File: config.mk
export PLATFORM = sky130hd
export DESIGN_NAME = uart_tx_sched
export DESIGN_NICKNAME = d
export VERILOG_FILES = /design/src/rtl/uart_tx_sched.sv
export SDC_FILE = /design/constraint.sdc
export NUM_CORES = 1
export LEC_CHECK = 0
export CORE_ASPECT_RATIO = 0.5
export CORE_MARGIN = 4
export CORE_UTILIZATION = 45
export DETAILED_ROUTE_END_ITERATION = 10
export PLACE_DENSITY = 0.8
export SLEW_MARGIN = 20
export SYNTH_ARGS = -nofsm -noshare
export SYNTH_HDL_FRONTEND = slang
export SYNTH_SLANG_ARGS = --single-unit
File: constraint.sdc
create_clock -name clk -period 5.95 [get_ports clk]
set_input_delay 1.19 -clock clk [delete_from_list [all_inputs] [get_ports clk]]
set_output_delay 1.19 -clock clk [all_outputs]
set_load 0.01 [all_outputs]
File: src/rtl/uart_tx_sched.sv
// Round-robin arbiter feeding one UART transmitter from N_REQ byte sources,
// with busy tracking, a start-of-busy timeout and an idle gap between bytes.
module uart_tx_sched #(
    parameter int N_REQ   = 4,
    parameter int GAP     = 16,
    parameter int BUSY_TO = 8
) (
    input  logic               clk,
    input  logic               rst,
    input  logic [N_REQ-1:0]   req,
    input  logic [8*N_REQ-1:0] data,
    input  logic               tx_busy,
    output logic [N_REQ-1:0]   grant,
    output logic               transmit,
    output logic [7:0]         data_tx,
    output logic               active,
    output logic               err
);

    localparam int PW = $clog2(N_REQ);
    localparam int GW = (GAP > 0) ? $clog2(GAP + 1) : 1;
    localparam int TW = $clog2(BUSY_TO + 1);
    localparam logic [GW-1:0] GAP_LOAD = GW'((GAP > 0) ? GAP - 1 : 0);
    localparam logic [TW-1:0] TO_LAST = TW'(BUSY_TO - 1);

    typedef enum logic [1:0] {
        S_IDLE,
        S_WAIT_BUSY,
        S_WAIT_DONE,
        S_GAP
    } state_t;

    // With GAP=0 a finished byte returns straight to IDLE
    localparam state_t AFTER_BYTE = (GAP == 0) ? S_IDLE : S_GAP;
    localparam logic AFTER_ACTIVE = (GAP != 0);

    state_t            state;
    logic [PW-1:0]     ptr;
    logic [PW-1:0]     sel;
    logic [GW-1:0]     gcnt;
    logic [TW-1:0]     tcnt;
    logic [N_REQ-1:0]  sel_hot;
    logic [7:0]        sel_byte;

    // Scan downward so the closest set bit after ptr is the last written
    always_comb begin
        int idx;
        idx = 0;
        sel = ptr;
        for (int k = N_REQ; k >= 1; k--) begin
            idx = int'(ptr) + k;
            if (idx >= N_REQ) idx = idx - N_REQ;
            if (req[idx]) sel = PW'(idx);
        end
    end

    assign sel_hot  = {{(N_REQ-1){1'b0}}, 1'b1} << sel;
    assign sel_byte = data[8*sel +: 8];

    always_ff @(posedge clk) begin
        if (rst) begin
            state    <= S_IDLE;
            grant    <= '0;
            transmit <= 1'b0;
            data_tx  <= 8'h00;
            active   <= 1'b0;
            err      <= 1'b0;
            ptr      <= PW'(N_REQ - 1);
            gcnt     <= '0;
            tcnt     <= '0;
        end else begin
            grant    <= '0;
            transmit <= 1'b0;
            err      <= 1'b0;
            unique case (state)
                S_IDLE: begin
                    if (|req) begin
                        data_tx  <= sel_byte;
                        grant    <= sel_hot;
                        transmit <= 1'b1;
                        ptr      <= sel;
                        tcnt     <= '0;
                        active   <= 1'b1;
                        state    <= S_WAIT_BUSY;
                    end
                end
                S_WAIT_BUSY: begin
                    if (tx_busy) begin
                        state <= S_WAIT_DONE;
                    end else if (tcnt == TO_LAST) begin
                        err    <= 1'b1;
                        gcnt   <= GAP_LOAD;
                        active <= AFTER_ACTIVE;
                        state  <= AFTER_BYTE;
                    end else begin
                        tcnt <= tcnt + 1'b1;
                    end
                end
                S_WAIT_DONE: begin
                    if (!tx_busy) begin
                        gcnt   <= GAP_LOAD;
                        active <= AFTER_ACTIVE;
                        state  <= AFTER_BYTE;
                    end
                end
                S_GAP: begin
                    if (gcnt == '0) begin
                        active <= 1'b0;
                        state  <= S_IDLE;
                    end else begin
                        gcnt <= gcnt - 1'b1;
                    end
                end
                default: state <= S_IDLE;
            endcase
        end
    end

endmodule
==> results of run 1 <==
[final cells by class]
cell class	instances	area, sq um	share of cell area [%]
multi-input cells	128	916	42.8
flip-flops and latches	28	561	26.2
repair buffers	54	538	25.1
clock buffers	4	55.1	2.57
well taps	40	50.0	2.34
inverters	6	22.5	1.05
[per-layer routing]
metal,wire (um),part of all wire (%),vias up
met1,1560,43,655
met4,26,0.71,0
li1,-,-,721
met5,0,0,-
met3,222,6.1,4
met2,1840,50,35
[logic make-up after synthesis]
family / Yosys count
multiplexers: 16
AO/OA/AOI/OAI: 42
adder cells (fa/ha/maj): 7
flip-flops: 28
XOR/XNOR: 2
AND/OR/NAND/NOR: 61
buffers and inverters: 12
[power by group through the flow]
stage                     registers (mW)  clock network [mW]  logic, mW
after floorplan                    0.291                   0      0.270
after global placement             0.282                   0      0.413
after detailed placement           0.287                   0      0.423
after CTS                          0.282               0.119      0.425
after global routing               0.290               0.128      0.469
final                              0.282               0.115      0.422
[final timing paths]
check                                start         end  slack (ns)  cells after the start
worst max register to register      ptr[0]  data_tx[3]        3.85                      6
worst min register to register  data_tx[7]  data_tx[7]        0.47                      2
worst max-delay path                req[3]  data_tx[3]        2.76                      7
worst min-delay path            data_tx[7]  data_tx[7]        0.47                      2
[registers in the layout, indices dropped and copies added (netlist names)]
register  cells
active        1
data_tx       8
err           1
gcnt          5
grant         4
ptr           2
state         2
tcnt          4
transmit      1
[per-stage QoR]
step	cells	setup slack [ns]	instance area [sq um]	hold WS [ns]	util, %
floorplan	168	3.42	1520	0.444	-
global route	260	2.65	2140	0.501	68.7
detailed placement	256	2.46	2090	0.456	66.9
global placement	256	2.53	2090	0.442	66.9
CTS	260	2.76	2140	0.478	68.7
finish	260	2.76	2140	0.469	68.7
[synthesized netlist by cell type, drive strengths merged (2+ instances only)]
cell,n
o21ai,5
nor2,14
nor3,3
a211oi,4
nand2b,5
and3,4
nand2,20
nor2b,3
buf,2
ha,7
o221ai,7
xor2,2
o2111ai,2
a21oi,9
clkbuf,4
o21a,3
dfxtp,28
nand3,3
a211o,2
inv,6
mux2i,15
[cells in the final DEF (no fill, tap or decap), types with 2 or more instances in the layout]
cell,count
xor2_1,2
a211o_1,2
o2111ai_1,2
and3_1,3
o21ai_0,5
a211oi_1,2
a21oi_1,8
nor2_1,14
o221ai_1,7
nor2b_1,3
o21a_1,3
nand2_1,20
mux2i_1,15
dfxtp_1,28
nand2b_1,5
clkdlybuf4s50_1,53
ha_1,7
nor3_1,3
inv_1,6
clkbuf_8,4
nand3_1,3
[critical path, cell delays in order]
cell	delay [ns]
clkdlybuf4s50_1	0.50
nor2b_1	0.19
o21a_1	0.23
a211oi_4	0.21
buf_4	0.33
mux2_2	0.37
a311o_1	0.33
==> metrics.yaml, run 1 <==
path_clk_slew_ns: 0.09
grt_pass1_vias: 1360
vias_per_cell: 5.44
die_area_sq_um: 4430
cap_viol_max_count: 0
hold_violations: 0
powerDensity_nw_per_um2: 383
setup_viol: 0
synth_top_flop_cell: "dfxtp_1"
cp-end-kind: "flop"
dr.pass1.iters: 4
min_path_type: "reg2reg"
seqPwrFrac_pct: 34.4
ys_seq_elements: 28
worst_pin_slew_ns: 0.633
htreeDepth: 1
clock.fmax_mhz: 313
swShare_pct: 37.5
post_cts_resized: 0
cts_tree: "done"
grtUsageMet2_pct: 29.4
area_growth_pct: 41.0
n_antenna_cell: 0
wl_per_cell_um: 14.0
final_layout_size_suffix_gt1_share_pct: 5.91
power_switching_uw: 308
drc_errors: 0
fill_cells: 254
p_leak_nw: 0.868
drv_slew: 0
yosys.area_share.simple_pct: 20.1
critPathLaunchType: "primary input"
wirelength_mm: 3.65
routabilityCongestion: 0.829
synth.cell_area_sq_um: 1520
dpl.hpwl_mm: 2.90
clk_path_buf_depth: 2
synthMuxAreaShare_pct: 10.6
avgSynthCellArea_sq_um: 9.04
finClkSkew_ns: 0.00240
antenna_found_initial: 0
io_pins: 54
cp.required_ns: 6.12
synth_adder_area_share_pct: 5.77
tns_ns: 0
syn_nets: 214
antenna_left: 0
vdd_drop_max_mv: 0.254
power_frac_comb_pct: 51.5
globalRoute.busiestLayer: "met2"
grt_usage_pct: 16.7
numCtsBuffers: 3
power_frac_clock_pct: 14.1
synth_top_family_by_area: "compound AO/OA/AOI/OAI gates"
ys_seq_area_share_pct: 36.9
status: "finished clean"
rsz0062_at_grt: "false"
fin_nets: 267
intPower_uw: 512
netlist_instances: 168
synthTopCellsByArea: "dfxtp_1, mux2i_1, ha_1, nand2_1, o221ai_1"
dieWidth_um: 90.2
start_util_pct: 48.7
synth_compound_area_share_pct: 22.2
synth_top_area_share_pct: 36.9
finalCriticalPeriod_ns: 3.19
cts_setup_buffers: 0
die_h_um: 49.1
yosysWarnings: 0
power_uw: 819
grt_max_degree: 22
grt.met3_usage_pct: 5.55
max-slew-margin-rel_pct: 57.7
grt_pass1_wl_mm: 6.20
cts_hold_buf: 0
crit_fanout: 21
synth-async-reset-ratio_pct: 0
clock_sinks: 28
synth-xor-area-share_pct: 1.15
core_area_sq_um: 3120
fin_crit_sh_pct: 53.7
crit_type: "in2reg"
yosysTopAreaCell: "dfxtp_1"
row_count: 14
drt_iter0_drc: 59
synth_cell_types: 45
vias: 1415
port_buffers: 53
arrival_ns: 3.36
clkLatencyLatePin_ns: 0.27
synth_edf_count: 0
grt_use_met1_pct: 20.0
cts_root_buf: "clkbuf_8"
gr-total-overflow: 0
(Power assumes the default switching activity.)
==> inputs of run 2 (changes only) <==
--- a/config.mk
+++ b/config.mk
@@ -7,9 +7,9 @@
 export LEC_CHECK = 0
 export CORE_ASPECT_RATIO = 0.5
 export CORE_MARGIN = 4
-export CORE_UTILIZATION = 45
+export CORE_UTILIZATION = 44
 export DETAILED_ROUTE_END_ITERATION = 10
-export PLACE_DENSITY = 0.8
+export PLACE_DENSITY = 0.79
 export SLEW_MARGIN = 20
 export SYNTH_ARGS = -nofsm -noshare
 export SYNTH_HDL_FRONTEND = slang
==> constraint.sdc (replaced) <==
create_clock -name clk -period 3 [get_ports clk]
set_input_delay 0.6 -clock clk [delete_from_list [all_inputs] [get_ports clk]]
set_output_delay 0.6 -clock clk [all_outputs]
set_load 0.01 [all_outputs]
==> run 2 against run 1 <==
Sequential share of layout area decreased by 0.20 points. Critical path depth is 1 lower. Hold slack gained 0.015 ns. First-iteration DRC count decreased by 39%. Cell count increased by 1.2%. Count of clock-buffer cells in the layout shrank 1. Via count rose by 0.42%. Global-route usage decreased by 0.20 points. Register-to-register slack got worse by 3.0 ns. Combinational power rose by 110%. Wire length increased by 2.6%. Clock skew increased by 0.00088 ns. Critical path type unchanged.
==> metrics.yaml, run 2 (synthesis gave the netlist of run 1 again) <==
status: "finished clean"
path_clk_slew_ns: 0.09  # about the same
cts_setup_buffers: 0  # unchanged
final_layout_size_suffix_gt1_share_pct: 7.17  # +1.3 points
wl_per_cell_um: 14.2  # +1.5%
dpl.hpwl_mm: 2.97  # +2.5%
worstHoldStart: "data_tx[6]"
hold_violations: 0  # unchanged
worst_pin_slew_ns: 0.494  # -0.139 ns
slowest_stage: "clkdlybuf4s50_1"
wl_met1_mm: 1.71  # +9.5%
cts_hold_buf: 0  # unchanged
slowest_delay_ns: 0.50  # about the same
crit_fanout: 5  # -76%
powerDensity_nw_per_um2: 752  # +96%
grt_max_degree: 15  # -32%
finClkSkew_ns: 0.00328  # +0.000882 ns
worst_slack_ns: 0.719  # -2.04 ns
clock.fmax_mhz: 438
finalNonFillerCells: 263  # +1.2%
tns_ns: 0  # unchanged
largest_reg_flops: 8  # unchanged
numCtsBuffers: 3  # unchanged
clkLatencyLatePin_ns: 0.27  # about the same
fin_nets: 271  # +1.5%
p_leak_nw: 0.881  # +1.4%
vias_per_cell: 5.40  # -0.72%
crit_type: "in2reg"
final_cell_mix: "clkdlybuf4s50_1, dfxtp_1, nand2_1, mux2i_1, nor2_1"
area_growth_pct: 42.1
clock_sinks: 28  # unchanged
wl_met3_um: 212  # -4.5%
cap_viol_max_count: 0  # unchanged
reg_top3: "data_tx (8), gcnt (5)"
grt_pass1_wl_mm: 6.09  # -1.9%
start_util_pct: 48.2  # -0.54 points
cp-end-kind: "flop"
dieWidth_um: 91.1  # +1.0%
final_util_pct: 68.5  # -0.25 points
drt_iter0_drc: 36  # -39%
die_area_sq_um: 4510  # +2.0%
final_common_cell: "clkdlybuf4s50_1"
row_count: 14  # unchanged
gr-total-overflow: 0  # unchanged
setup_viol: 0  # unchanged
wl_met2_mm: 1.80  # -2.2%
fill_cells: 256  # +0.79%
vdd_drop_max_mv: 0.441  # +74%
dr.pass1.iters: 4  # unchanged
hold_ws_ns: 0.484  # +0.0149 ns
vias: 1421  # +0.42%
die_h_um: 49.5  # +0.95%
n_antenna_cell: 0  # unchanged
place_ws_ns: 0.427  # -2.04 ns
placed_cells: 260  # +1.6%
whs_path_depth: 2  # unchanged
cp.required_ns: 3.17  # -2.95 ns
antenna_found_initial: 0  # unchanged
post_cts_resized: 0  # unchanged
cts_tree: "done"
critPathLaunchType: "primary input"
drc_errors: 0  # unchanged
clk_path_buf_depth: 2  # unchanged
grt_usage_pct: 16.5  # -0.20 points
top_register: "data_tx"
fin_crit_sh_pct: 76.0
drv_slew: 0  # unchanged
crit_start: "req[3]"
path_cells: "clkdlybuf4s50_1, nor2b_1, o21a_1, a211oi_4, mux2_2, a311o_1"
io_pins: 54  # unchanged
routabilityCongestion: 0.790  # -4.7%
wirelength_mm: 3.75  # +2.6%
routed.top_layer: "met4"
max-slew-margin-rel_pct: 66.8  # +9.1 points
port_buffers: 53  # unchanged
worst-r2r-cell-count: 7  # +1
rsz0062_at_grt: "false"
finalCriticalPeriod_ns: 2.28
min_path_type: "reg2reg"
antenna_left: 0  # unchanged
htreeDepth: 1  # unchanged
arrival_ns: 2.45  # -0.91 ns
cts_root_buf: "clkbuf_8"
rr_startpoint: "state[1]"
core_area_sq_um: 3150  # +1.1%
grt_pass1_vias: 1323  # -2.7%
[run 2: changes by cell type in the layout (fill, tap and decap cells not counted), sizes merged]
| cell | change |
|---|---|
| buf | +4 |
| clkbuf | -1 |
[run 2: worst paths after layout]
kind	to	slack, ns
hold reg to reg	data_tx[6]	0.48
setup reg to reg	gcnt[1]	0.85
setup / recovery	data_tx[3]	0.72
hold / removal	data_tx[6]	0.48
[run 2: layout make-up]
class | instances | area (sq um) | area share (%)
Multi-Input combinational cell | 128 | 916 | 42.4
Tap cell | 40 | 50.0 | 2.32
Sequential cell | 28 | 561 | 26.0
Timing Repair Buffer | 58 | 568 | 26.3
Inverter | 6 | 22.5 | 1.04
Clock buffer | 3 | 41.3 | 1.91
[run 2: metal layers]
metal  vias to the layer above  track usage [%]
met4                         0             4.50
li1                        730                -
met5                         -                0
met2                        37             30.0
met3                         2             4.56
met1                       652             19.1
[run 2: report_power, final]
part | leakage [nW] | switching (mW) | internal, mW | total, mW
clock network | 0.0216 | 0.108 | 0.0901 | 0.198
logic | 0.629 | 0.426 | 0.439 | 0.866
registers | 0.230 | 0.0793 | 0.479 | 0.558
[run 2: metrics by stage]
step	total power [mW]	cell area [sq um]
global route	1.75	2160
floorplan	1.11	1520
global placement	1.41	2120
detailed placement	1.43	2120
CTS	1.64	2160
finish	1.62	2160
[run 2: critical path, delay by kind of cell]
| kind | cells | cell delay, ns |
|---|---|---|
| AOI/OAI and AO/OA | 3 | 0.81 |
| buffers and inverters | 1 | 0.50 |
| muxes | 1 | 0.36 |
| and+or+nand+nor | 1 | 0.19 |
==> inputs of run 3 (changes only) <==
==> constraint.sdc (replaced) <==
create_clock -name clk -period 2.15 [get_ports clk]
set_input_delay 0.43 -clock clk [delete_from_list [all_inputs] [get_ports clk]]
set_output_delay 0.43 -clock clk [all_outputs]
set_load 0.01 [all_outputs]
==> run 3 against run 2 <==
Total power up 54%. Utilization rose by 4.4 points. Highest routed layer unchanged. Clock skew is 0.00051 ns higher. Hold slack worse by 0.024 ns. Clock power up 110%. Critical path type is now reg2reg. Global-route usage rose by 0.31 points. First-iteration DRC count down 56%. Sequential power rose by 41%.
==> metrics.yaml, run 3 (synthesis gave the netlist of run 1 again) <==
finClkSkew_ns: 0.00379  # +0.000510 ns
globalRoute.busiestLayer: "met2"
clock.fmax_mhz: 487
arrival_ns: 2.28  # -0.17 ns
finalCriticalPeriod_ns: 2.05
die_h_um: 49.5  # unchanged
p_leak_nw: 0.961  # +9.2%
rr_startpoint: "gcnt[0]"
wirelength_mm: 3.89  # +3.7%
grt_use_met1_pct: 19.3  # +0.13 points
htreeDepth: 1  # unchanged
antenna_left: 0  # unchanged
area_growth_pct: 51.3
grtUsageMet2_pct: 30.7  # +0.73 points
slowest_stage: "a222oi_1"
setup_viol: 0  # unchanged
rsz0062_at_grt: "true"
fill_cells: 243  # -5.1%
path_clk_slew_ns: 0.09  # about the same
core_area_sq_um: 3150  # unchanged
final_cell_mix: "clkdlybuf4s50_1, dfxtp_1, nand2_1, buf_4, mux2i_1"
grt_pass1_wl_mm: 6.27  # +3.0%
start_util_pct: 48.2  # unchanged
numCtsBuffers: 3  # unchanged
row_count: 14  # unchanged
fin_crit_sh_pct: 95.5
dr.pass1.iters: 4  # unchanged
antenna_found_initial: 0  # unchanged
ff2ff_setup_slack_ns: 0.1  # -0.75 ns
whs_path_depth: 1  # -1
ff_latch_area_sq_um: 563  # +0.45%
worst-r2r-cell-count: 7  # unchanged
cap_viol_max_count: 0  # unchanged
io_pins: 54  # unchanged
status: "finished clean"
clkLatencyLatePin_ns: 0.28  # about the same
largest_reg_flops: 8  # unchanged
cp-end-kind: "flop"
critPathLaunchType: "flop"
clock_sinks: 28  # unchanged
cts_hold_buf: 0  # unchanged
worstHoldStart: "gcnt[0]"
gr-total-overflow: 0  # unchanged
fin_nets: 285  # +5.2%
grt_pass1_vias: 1357  # +2.6%
crit_type: "reg2reg"
powerDensity_nw_per_um2: 1090  # +45%
min_path_type: "reg2reg"
grt_max_degree: 21  # +6
drv_slew: 0  # unchanged
tns_ns: 0  # unchanged
drc_errors: 0  # unchanged
dpl.hpwl_mm: 3.02  # +1.7%
cts_root_buf: "clkbuf_8"
vias_per_cell: 5.35  # -0.94%
wl_per_cell_um: 14.0  # -1.9%
multi_input_area_sq_um: 918  # +0.27%
crit_fanout: 4  # -1
rr_endpoint: "state[0]"
routabilityCongestion: 0.805  # +2.0%
vdd_drop_max_mv: 0.620  # +41%
drt_iter0_drc: 16  # -56%
max-slew-margin-rel_pct: 67.7  # +0.93 points
worst_pin_slew_ns: 0.484  # -0.00946 ns
cp.required_ns: 2.37  # -0.80 ns
top_register: "data_tx"
reg_top3: "data_tx (8), gcnt (5)"
cts_tree: "done"
vias: 1488  # +4.7%
die_area_sq_um: 4510  # unchanged
grt_usage_pct: 16.8  # +0.31 points
clk_path_buf_depth: 2  # unchanged
n_antenna_cell: 0  # unchanged
slowest_delay_ns: 0.49  # about the same
port_buffers: 53  # unchanged
final_layout_size_suffix_gt1_share_pct: 14.3  # +7.1 points
final_common_cell: "clkdlybuf4s50_1"
path_cells: "inv_1, ha_2, or4b_4, a222oi_1, nand2_1, or2_1, a21oi_2"
hold_violations: 0  # unchanged
grt.met3_usage_pct: 5.32  # +0.76 points
whs_endpoint: "gcnt[0]"
power_mw: 2.50  # +54%
dieWidth_um: 91.1  # unchanged
run 3: cell count changes in the layout (fill, tap and decap cells not counted), sizes merged:
cell    change
buf        +14
bufinv      +1
run 3: through the flow:
step | area, sq um | cells | setup WS, ns | utilization (%) | hold WS (ns)
floorplan | 1520 | 168 | 0.260 | - | 0.444
global placement | 2210 | 272 | -0.0963 | 70.0 | 0.444
detailed placement | 2210 | 272 | -0.133 | 70.0 | 0.453
CTS | 2280 | 276 | 0.111 | 72.3 | 0.477
global route | 2300 | 278 | -0.0372 | 72.9 | 0.477
finish | 2300 | 278 | 0.0959 | 72.9 | 0.460
run 3: final cells by class:
type	count	share of cell area, %
multi-input cells	128	40.0
repair buffers	72	29.3
flip-flops and latches	28	24.5
well taps	40	2.18
clock buffers	3	1.80
clock inverters	1	1.31
inverters	6	0.980
run 3: worst max-delay path by stage:
| stage | startpoint | endpoint | slack [ns] | depth (start not counted) |
|---|---|---|---|---|
| finish | gcnt[0] | state[0] | 0.1 | 7 |
| global route | gcnt[0] | state[0] | -0.04 | 7 |
| CTS | gcnt[0] | state[0] | 0.11 | 7 |
| detailed placement | req[1] | data_tx[3] | -0.13 | 7 |
| global placement | req[3] | data_tx[3] | -0.1 | 7 |
| floorplan | state[1] | gcnt[0] | 0.26 | 8 |
run 3: power by group:
group,internal [mW],switching (mW),total (mW)
sequential,0.671,0.116,0.788
clock,0.250,0.167,0.417
combinational,0.683,0.612,1.30
total,1.60,0.896,2.50
run 3: timing repair:
item | 4_1_cts | 5_1_grt
buffers inserted | 0 | 2
endpoints found under the hold margin | 0 | 0
setup endpoints to repair | 0 | 1
gates resized for setup | 0 | 4
run 3: per-layer routing:
metal,wire length (um),part of all wire (%)
met1,1660,43
met2,1940,50
met3,249,6.4
met4,36,0.93
met5,0,0
run 3: worst max-delay path: cells and delay by family, from the launching register on:
family	cells	cell delay [ns]
AOI/OAI and AO/OA	2	0.59
adders and majority gates	1	0.18
buffers and inverters	1	0.05
DFF	1	0.35
and+or+nand+nor	3	0.83
==> edit (flow settings as in run 1) <==
`GAP`: 16 -> 32.
--- a/src/rtl/uart_tx_sched.sv
+++ b/src/rtl/uart_tx_sched.sv
@@ -4,3 +4,3 @@
     parameter int N_REQ   = 4,
-    parameter int GAP     = 16,
+    parameter int GAP     = 32,
     parameter int BUSY_TO = 8
Formal check against the unedited RTL: no difference found for any inputs over 10 cycles, from zero or initial values and one cycle with rst high; that may be too few to reach the edited logic, so the function may still have changed.
==> edit against run 1 <==
Die area grew 15%; clock skew rose by 0.00081 ns; final area increased by 10%; combinational power is 30% higher; global-route usage rose by 0.32 points; largest cell class unchanged; final cell count rose by 11%; synthesized area increased by 17%; critical endpoint is now data_tx[1]; sequential cell count rose by 1; critical path type unchanged; wire length up 15%; clock power increased by 33%; sequential power grew 12%; worst setup slack improved by 0.19 ns; count of clock-buffer cells in the layout rose by 2; total power increased by 24%.
==> edit: results (changes against run 1) <==
outcome=completed; period utilization=0.505 (-0.0321); Worst Min Path Start=data_tx[2]; worst relative slew slack=0.474 (-0.102); Post-Syn Instances=186 (+11%); clock transition at the registers of the reported paths=0.06 ns (-0.03 ns); wire length on met1=1960 um (+25%); top flop regs=data_tx: 8 flops, gcnt: 6 flops; first-pass GRT wire length=6960 um (+12%); Post-DP Area=2280 um^2 (+9.1%); Worst Skew=0.00320 ns (+0.000806 ns); PwrDens=432 nW/um^2 (+13%); Hold Path End=data_tx[2]; routed length on met3=223 um (+0.45%); Initial DRC Count=34 (-42%); reg2reg setup slack=4.07 ns (+0.22 ns); R2R cell count=5 (-1); via count=1,597 (+13%); Clk power=0.153 mW (+33%); Setup WS pre-CTS=2.68 ns (+0.218 ns); CP arrival=3.18 ns (-0.18 ns); total track usage=0.170 (+0.00323); H-tree depth=2 (+1); Int Power=0.599 mW (+17%); Non-Filler Instances=289 (+11%); Distinct cells, synth=51 (+13%); Critical path destination=data_tx[1]; worst vdd ir=0.000195 V (-23%); met2 routed WL=1990 um (+8.2%); synth cell count leaders=dfxtp_1 (29), nand3_1 (12), a211oi_1 (11), and3_2 (10), nor2_1 (10); drt wl/cell=14.6 um (+3.7%); Fillers=298 (+17%); met3 usage=0.0452 (-0.0103); Cells after DPL=281 (+9.8%); layout cell share with drive strength beyond 1=0.151 (+0.0922); leakage power=0.893 nW (+2.8%); largest net degree at the start of global routing=20 (-9.1%); CP Max Fanout=11 (-48%); Sequential Power Share=0.310 (-0.034)
edit: area by class of cell:
class / instances / area, um^2 / share of cell area
multi-input cells: 139 / 1070 / 0.453
flip-flops and latches: 29 / 581 / 0.246
repair buffers: 53 / 531 / 0.225
clock buffers: 6 / 72.6 / 0.0308
well taps: 51 / 63.8 / 0.0270
inverters: 9 / 33.8 / 0.0143
clock inverters: 2 / 10.0 / 0.00424
edit: worst max-delay path, cell delays in order:
cell and delay [ns]:
clkdlybuf4s50_1 0.49, nor2b_2 0.22, a21o_1 0.18, a221oi_2 0.68, a211oi_1 0.13, o31ai_1 0.29
edit: cells by family (layout without fill, tap and decap cells):
group                      count (synthesis)  in the layout  synth area share
AOI/OAI and AO/OA                         52             52             0.257
muxes                                      1              1           0.00564
buffers and inverters                     18             70            0.0705
and+or+nand+nor                           73             73             0.259
DFF                                       29             29             0.327
xor gates and xnor gates                   5              5            0.0247
adders and majority gates                  8              8            0.0564
